### src/rtl/ps2_host_tx.sv
// Host-to-device PS/2 transmitter.
// Sends one command byte to the keyboard through open-drain pull-low enables.
// Sequence: clock inhibit, request-to-send, 10 device-clocked bits, ACK check.
// A single cycle counter times the inhibit window and then the overall frame timeout.
module ps2_host_tx #(
    parameter int CLK_INHIBIT_CYCLES = 5000,
    parameter int TIMEOUT_CYCLES     = 1000000,
    parameter int CNT_W              = 20
) (
    input  logic       i_clk,
    input  logic       i_rst,
    input  logic [7:0] i_tx_data,
    input  logic       i_tx_valid,
    output logic       o_tx_ready,
    output logic       o_tx_done,
    output logic       o_tx_err,
    output logic       o_busy,
    input  logic       i_ps2_clk,
    input  logic       i_ps2_data,
    output logic       o_ps2_clk_oe,
    output logic       o_ps2_data_oe
);

    typedef enum logic [2:0] {
        S_IDLE,
        S_INHIBIT,
        S_SEND,
        S_ACK,
        S_WAIT_IDLE
    } state_t;

    localparam logic [CNT_W-1:0] C_INH_LAST = CNT_W'(CLK_INHIBIT_CYCLES - 1);
    localparam logic [CNT_W-1:0] C_TO_LAST  = CNT_W'(TIMEOUT_CYCLES - 1);
    localparam logic [3:0]       C_IDX_STOP = 4'd9;

    state_t           r_state;
    logic [2:0]       r_clk_sync;
    logic [1:0]       r_data_sync;
    logic [9:0]       r_frame;
    logic [3:0]       r_idx;
    logic [CNT_W-1:0] r_cnt;
    logic             r_done;
    logic             r_err;
    logic             r_clk_oe;
    logic             r_data_oe;

    logic             w_fall;
    logic             w_dsync;
    logic             w_timeout;

    assign w_fall    = r_clk_sync[2] & ~r_clk_sync[1];
    assign w_dsync   = r_data_sync[1];
    assign w_timeout = (r_cnt == C_TO_LAST);

    // ready/busy are plain decodes of the state register, so they cannot disagree with it
    assign o_tx_ready    = (r_state == S_IDLE);
    assign o_busy        = (r_state != S_IDLE);
    assign o_tx_done     = r_done;
    assign o_tx_err      = r_err;
    assign o_ps2_clk_oe  = r_clk_oe;
    assign o_ps2_data_oe = r_data_oe;

    // Resynchronise the asynchronous PS/2 lines; presetting high avoids a false fall after reset
    always_ff @(posedge i_clk) begin
        if (i_rst) begin
            r_clk_sync  <= 3'b111;
            r_data_sync <= 2'b11;
        end else begin
            r_clk_sync  <= {r_clk_sync[1:0], i_ps2_clk};
            r_data_sync <= {r_data_sync[0], i_ps2_data};
        end
    end

    // Transmit sequencer: inhibit, start bit, device-clocked shifting, ACK and timeout handling
    always_ff @(posedge i_clk) begin
        if (i_rst) begin
            r_state   <= S_IDLE;
            r_frame   <= '0;
            r_idx     <= '0;
            r_cnt     <= '0;
            r_done    <= 1'b0;
            r_err     <= 1'b0;
            r_clk_oe  <= 1'b0;
            r_data_oe <= 1'b0;
        end else begin
            r_done <= 1'b0;
            r_err  <= 1'b0;
            case (r_state)
                S_IDLE: begin
                    if (i_tx_valid) begin
                        r_frame  <= {1'b1, ~^i_tx_data, i_tx_data};
                        r_cnt    <= '0;
                        r_idx    <= '0;
                        r_clk_oe <= 1'b1;
                        r_state  <= S_INHIBIT;
                    end
                end
                S_INHIBIT: begin
                    if (r_cnt == C_INH_LAST) begin
                        r_clk_oe  <= 1'b0;
                        r_data_oe <= 1'b1;
                        r_cnt     <= '0;
                        r_idx     <= '0;
                        r_state   <= S_SEND;
                    end else begin
                        r_cnt <= r_cnt + 1'b1;
                    end
                end
                S_SEND: begin
                    // timeout wins over a simultaneous clock fall
                    if (w_timeout) begin
                        r_data_oe <= 1'b0;
                        r_err     <= 1'b1;
                        r_state   <= S_IDLE;
                    end else begin
                        r_cnt <= r_cnt + 1'b1;
                        if (w_fall) begin
                            r_data_oe <= ~r_frame[r_idx];
                            r_idx     <= r_idx + 1'b1;
                            if (r_idx == C_IDX_STOP) begin
                                r_state <= S_ACK;
                            end
                        end
                    end
                end
                S_ACK: begin
                    r_clk_oe  <= 1'b0;
                    r_data_oe <= 1'b0;
                    if (w_timeout) begin
                        r_err   <= 1'b1;
                        r_state <= S_IDLE;
                    end else begin
                        r_cnt <= r_cnt + 1'b1;
                        if (w_fall) begin
                            if (!w_dsync) begin
                                r_state <= S_WAIT_IDLE;
                            end else begin
                                r_err   <= 1'b1;
                                r_state <= S_IDLE;
                            end
                        end
                    end
                end
                S_WAIT_IDLE: begin
                    if (w_timeout) begin
                        r_err   <= 1'b1;
                        r_state <= S_IDLE;
                    end else begin
                        r_cnt <= r_cnt + 1'b1;
                        if (r_clk_sync[1] && w_dsync) begin
                            r_done  <= 1'b1;
                            r_state <= S_IDLE;
                        end
                    end
                end
                default: begin
                    r_clk_oe  <= 1'b0;
                    r_data_oe <= 1'b0;
                    r_state   <= S_IDLE;
                end
            endcase
        end
    end

endmodule

### config.mk
export PLATFORM = sky130hd
export DESIGN_NAME = ps2_host_tx
export DESIGN_NICKNAME = d
export VERILOG_FILES = /design/src/rtl/ps2_host_tx.sv
export SDC_FILE = /design/constraint.sdc
export NUM_CORES = 1
export LEC_CHECK = 0
export ABC_CLOCK_PERIOD_IN_PS = 3100
export CORE_ASPECT_RATIO = 1.1
export CORE_MARGIN = 2
export CORE_UTILIZATION = 55
export DETAILED_ROUTE_END_ITERATION = 10
export GPL_ROUTABILITY_DRIVEN = 0
export PLACE_DENSITY = 0.76
export REMOVE_ABC_BUFFERS = 1
export SLEW_MARGIN = 5
export SYNTH_ARGS = -nofsm -noshare
export SYNTH_HDL_FRONTEND = slang
export SYNTH_SLANG_ARGS = --single-unit
### constraint.sdc
create_clock -name i_clk -period 3.1 [get_ports i_clk]
set_input_delay 0.465 -clock i_clk [delete_from_list [all_inputs] [get_ports i_clk]]
set_output_delay 0.465 -clock i_clk [all_outputs]
set_load 0.05 [all_outputs]
==> flow_metrics.py, run 1 <==
metrics = {
    "pwr": {
        "p_sw_mw": 0.338,
        "internal_power_mw": 1.03,
        "p_sw_share_pct": 24.6,
        "power_frac_clock_pct": 40.1,
        "power_mw": 1.37,
        "power_density_nw_per_um2": 473,
        "power.leakage_nw": 0.930,
        "p_comb_share_pct": 13.6,
        "p_seq_share_pct": 46.2,
        "ir_drop_uv": 374,
    },
    "setup_path": {
        "cp_data_required_time_ns": 2.63,
        "cp_slowest_cell": "clkdlybuf4s50_1",
        "path_buf_inv": 1,
        "crit_arrival_ns": 2.24,
        "critPathLaunchType": "flop",
        "cpPeakStageDelay_ns": 0.91,
        "crit_family": "buffers and inverters",
        "cp-end-kind": "output pin",
        "crit_chain": "nor3_1 -> clkdlybuf4s50_1",
        "crit_fanout": 16,
        "crit_type": "flop to output pin",
    },
    "die": {
        "core_area_sq_um": 4590,
        "die-height_um": 76.0,
        "dieWidth_um": 69.5,
        "fp.dieArea_sq_um": 5280,
        "start_util_pct": 56.5,
        "ioPinCount": 19,
        "fp-row-count": 26,
    },
    "logic_synthesis": {
        "synth.distinct_cells": 63,
        "yosysTopAreaCellShare_pct": 35.5,
        "synth-async-reset-ratio_pct": 0,
        "synthesis.instances": 297,
        "synth_edf_count": 0,
        "syn_area_sq_um": 2590,
        "synthTopCellsByCount": "46 x dfxtp_1, 31 x nand2_1, 25 x a21oi_1",
        "synth-xor-area-share_pct": 5.07,
        "syn_area_per_cell_sq_um": 8.73,
        "synth_top_family_by_area": "simple AND/OR/NAND/NOR gates",
        "synth.most_common_cell": "dfxtp_1",
        "synth_compound_area_share_pct": 17.6,
        "synth_area_leaders": "dfxtp_1 36%, a21oi_1 4.8%, xnor2_1 4.7%, nand2_1 4.5%, nand3_1 3.1%",
        "synth_fa_ha_area_share_pct": 1.45,
        "synth-seq-area-share_pct": 35.5,
        "ys.flop_type": "dfxtp_1",
        "yosysTopAreaCell": "dfxtp_1",
        "synth_seq_cells": 46,
        "ys_warn_count": 0,
        "synthSimpleGateAreaFrac_pct": 31.5,
        "synth_mux_area_share_pct": 4.10,
    },
    "route": {
        "drc_errors": 0,
        "vias_per_cell": 6.19,
        "wl_met3_um": 206,
        "m1WireLength_um": 2480,
        "drt_iter0_markers": 155,
        "route.detailed.wl_per_inst_um": 14.9,
        "routed_wl_um": 5480,
        "final_antenna_net_count": 0,
        "routed.top_layer": "met4",
        "vias": 2272,
        "dr.pass1.iters": 4,
        "route.met2.wl_um": 2700,
    },
    "flow_run": {
        "cap_viol_max_count": 0,
    },
    "global_route": {
        "grt_pass1_wl_um": 9600,
        "grt_start_max_net_pins": 28,
        "track_usage_pct": 21.7,
        "grt_pass1_vias": 2085,
        "antenna_found_initial": 0,
        "overflow": 0,
    },
    "place": {
        "post-dp-hpwl_um": 3730,
        "placed_cells": 359,
        "port_buffers": 18,
    },
    "outcome": {
        "status": "finished, final reports clean",
    },
    "sta": {
        "setup_tns_ns": 0,
        "finalMaxSlewViolations": 0,
        "hold_viol_final": 0,
        "fin_crit_ns": 2.70,
        "setup_violations": 0,
        "rsz0062_at_grt": "false",
        "slew_headroom_pct": 50.4,
        "tightest_slew_ns": 0.734,
        "finalCritPeriodShare_pct": 87.2,
        "skew_ns": 0.00957,
        "fmax_mhz": 370,
    },
    "clock_network": {
        "clock_latency_ns": 0.30,
        "ctsResizeCount": 0,
        "cts_htree_levels": 2,
        "clk_pin_slew_ns": 0.09,
        "cts_buffers": 5,
        "clkSinkCount": 46,
        "cts_buffer_depth": 2,
        "cts_tree": "done",
        "cts_hold_buf": 0,
        "cts_root_buf": "clkbuf_8",
        "post_cts_buffers": 0,
    },
    "cells_and_area": {
        "area.growth.synth_to_final_pct": 11.8,
        "antenna_cells": 0,
        "drive_gt1_share_pct": 10.6,
        "utilization_pct": 63.2,
        "nNetsFinal": 326,
        "stdcell_count": 367,
        "fill_cells": 374,
    },
    "hold_path": {
        "hold_path_class": "flop to flop",
    },
}
[kinds of logic after synthesis]
family	count (synthesis)
buffers and inverters	20
AOI/OAI and AO/OA	67
xor gates and xnor gates	15
DFF	46
and+or+nand+nor	138
adders and majority gates	3
muxes	8
[cell usage in the layout (no fill, tap or decap), drive strengths merged, types with 7 or more instances in the layout]
master          n
o31ai           7
nor4           10
xnor2          14
nor2           20
nor3           11
a21oi          28
or4             7
dfxtp          46
nand3          17
nand2          32
o21ai           7
clkdlybuf4s50  18
[final timing paths]
path,end,cells after the start,from,slack [ns]
setup / recovery,o_tx_ready,2,r_state[2],0.40
hold / removal,r_clk_sync[1],1,r_clk_sync[0],0.42
setup reg to reg,r_state[0],6,r_cnt[0],0.76
hold reg to reg,r_clk_sync[1],1,r_clk_sync[0],0.42
[power by group through the flow]
stage / combinational (mW) / sequential [mW] / clock (mW)
detailed placement: 0.186 / 0.648 / 0
CTS: 0.188 / 0.634 / 0.558
global route: 0.208 / 0.639 / 0.576
floorplan: 0.116 / 0.653 / 0
global placement: 0.185 / 0.647 / 0
finish: 0.187 / 0.634 / 0.551
[state kept, by name (all words and copies together), names as in the netlist]
signal,count
r_cnt,20
o_ps2_clk_oe,1
o_tx_done,1
r_clk_sync,3
o_tx_err,1
r_frame,10
r_state,3
r_data_sync,2
o_ps2_data_oe,1
r_idx,4
[through the flow]
stage | instance area (sq um) | hold WS, ns | worst slack [ns]
2_1_floorplan | 2490 | 0.389 | 0.181
3_3_place_gp | 2760 | 0.393 | 0.791
3_5_place_dp | 2760 | 0.403 | 0.757
4_1_cts | 2900 | 0.427 | 0.431
5_1_grt | 2900 | 0.438 | 0.222
6_report | 2900 | 0.422 | 0.398
[layout make-up]
| cell class | instances | area [sq um] | share of cell area, % |
|---|---|---|---|
| well taps | 56 | 70.1 | 2.42 |
| multi-input cells | 231 | 1550 | 53.4 |
| clock buffers | 6 | 82.6 | 2.85 |
| flip-flops and latches | 46 | 921 | 31.8 |
| repair buffers | 20 | 195 | 6.73 |
| clock inverters | 2 | 60.1 | 2.07 |
| inverters | 6 | 22.5 | 0.777 |
[per-layer routing]
layer	vias up	track usage, %
met1	1085	28.3
met4	0	7.65
met3	10	4.10
li1	1129	-
met5	-	0
met2	48	36.0
(Power assumes the default switching activity.)
==> run 2: changes to the inputs <==
--- a/config.mk
+++ b/config.mk
@@ -6,6 +6,7 @@
 export NUM_CORES = 1
 export LEC_CHECK = 0
 export ABC_CLOCK_PERIOD_IN_PS = 3100
+export CAP_MARGIN = 25
 export CORE_ASPECT_RATIO = 1.1
 export CORE_MARGIN = 2
 export CORE_UTILIZATION = 55
==> results of run 2 <==
No change in the layout: final DEF, timing and power equal those of run 1.
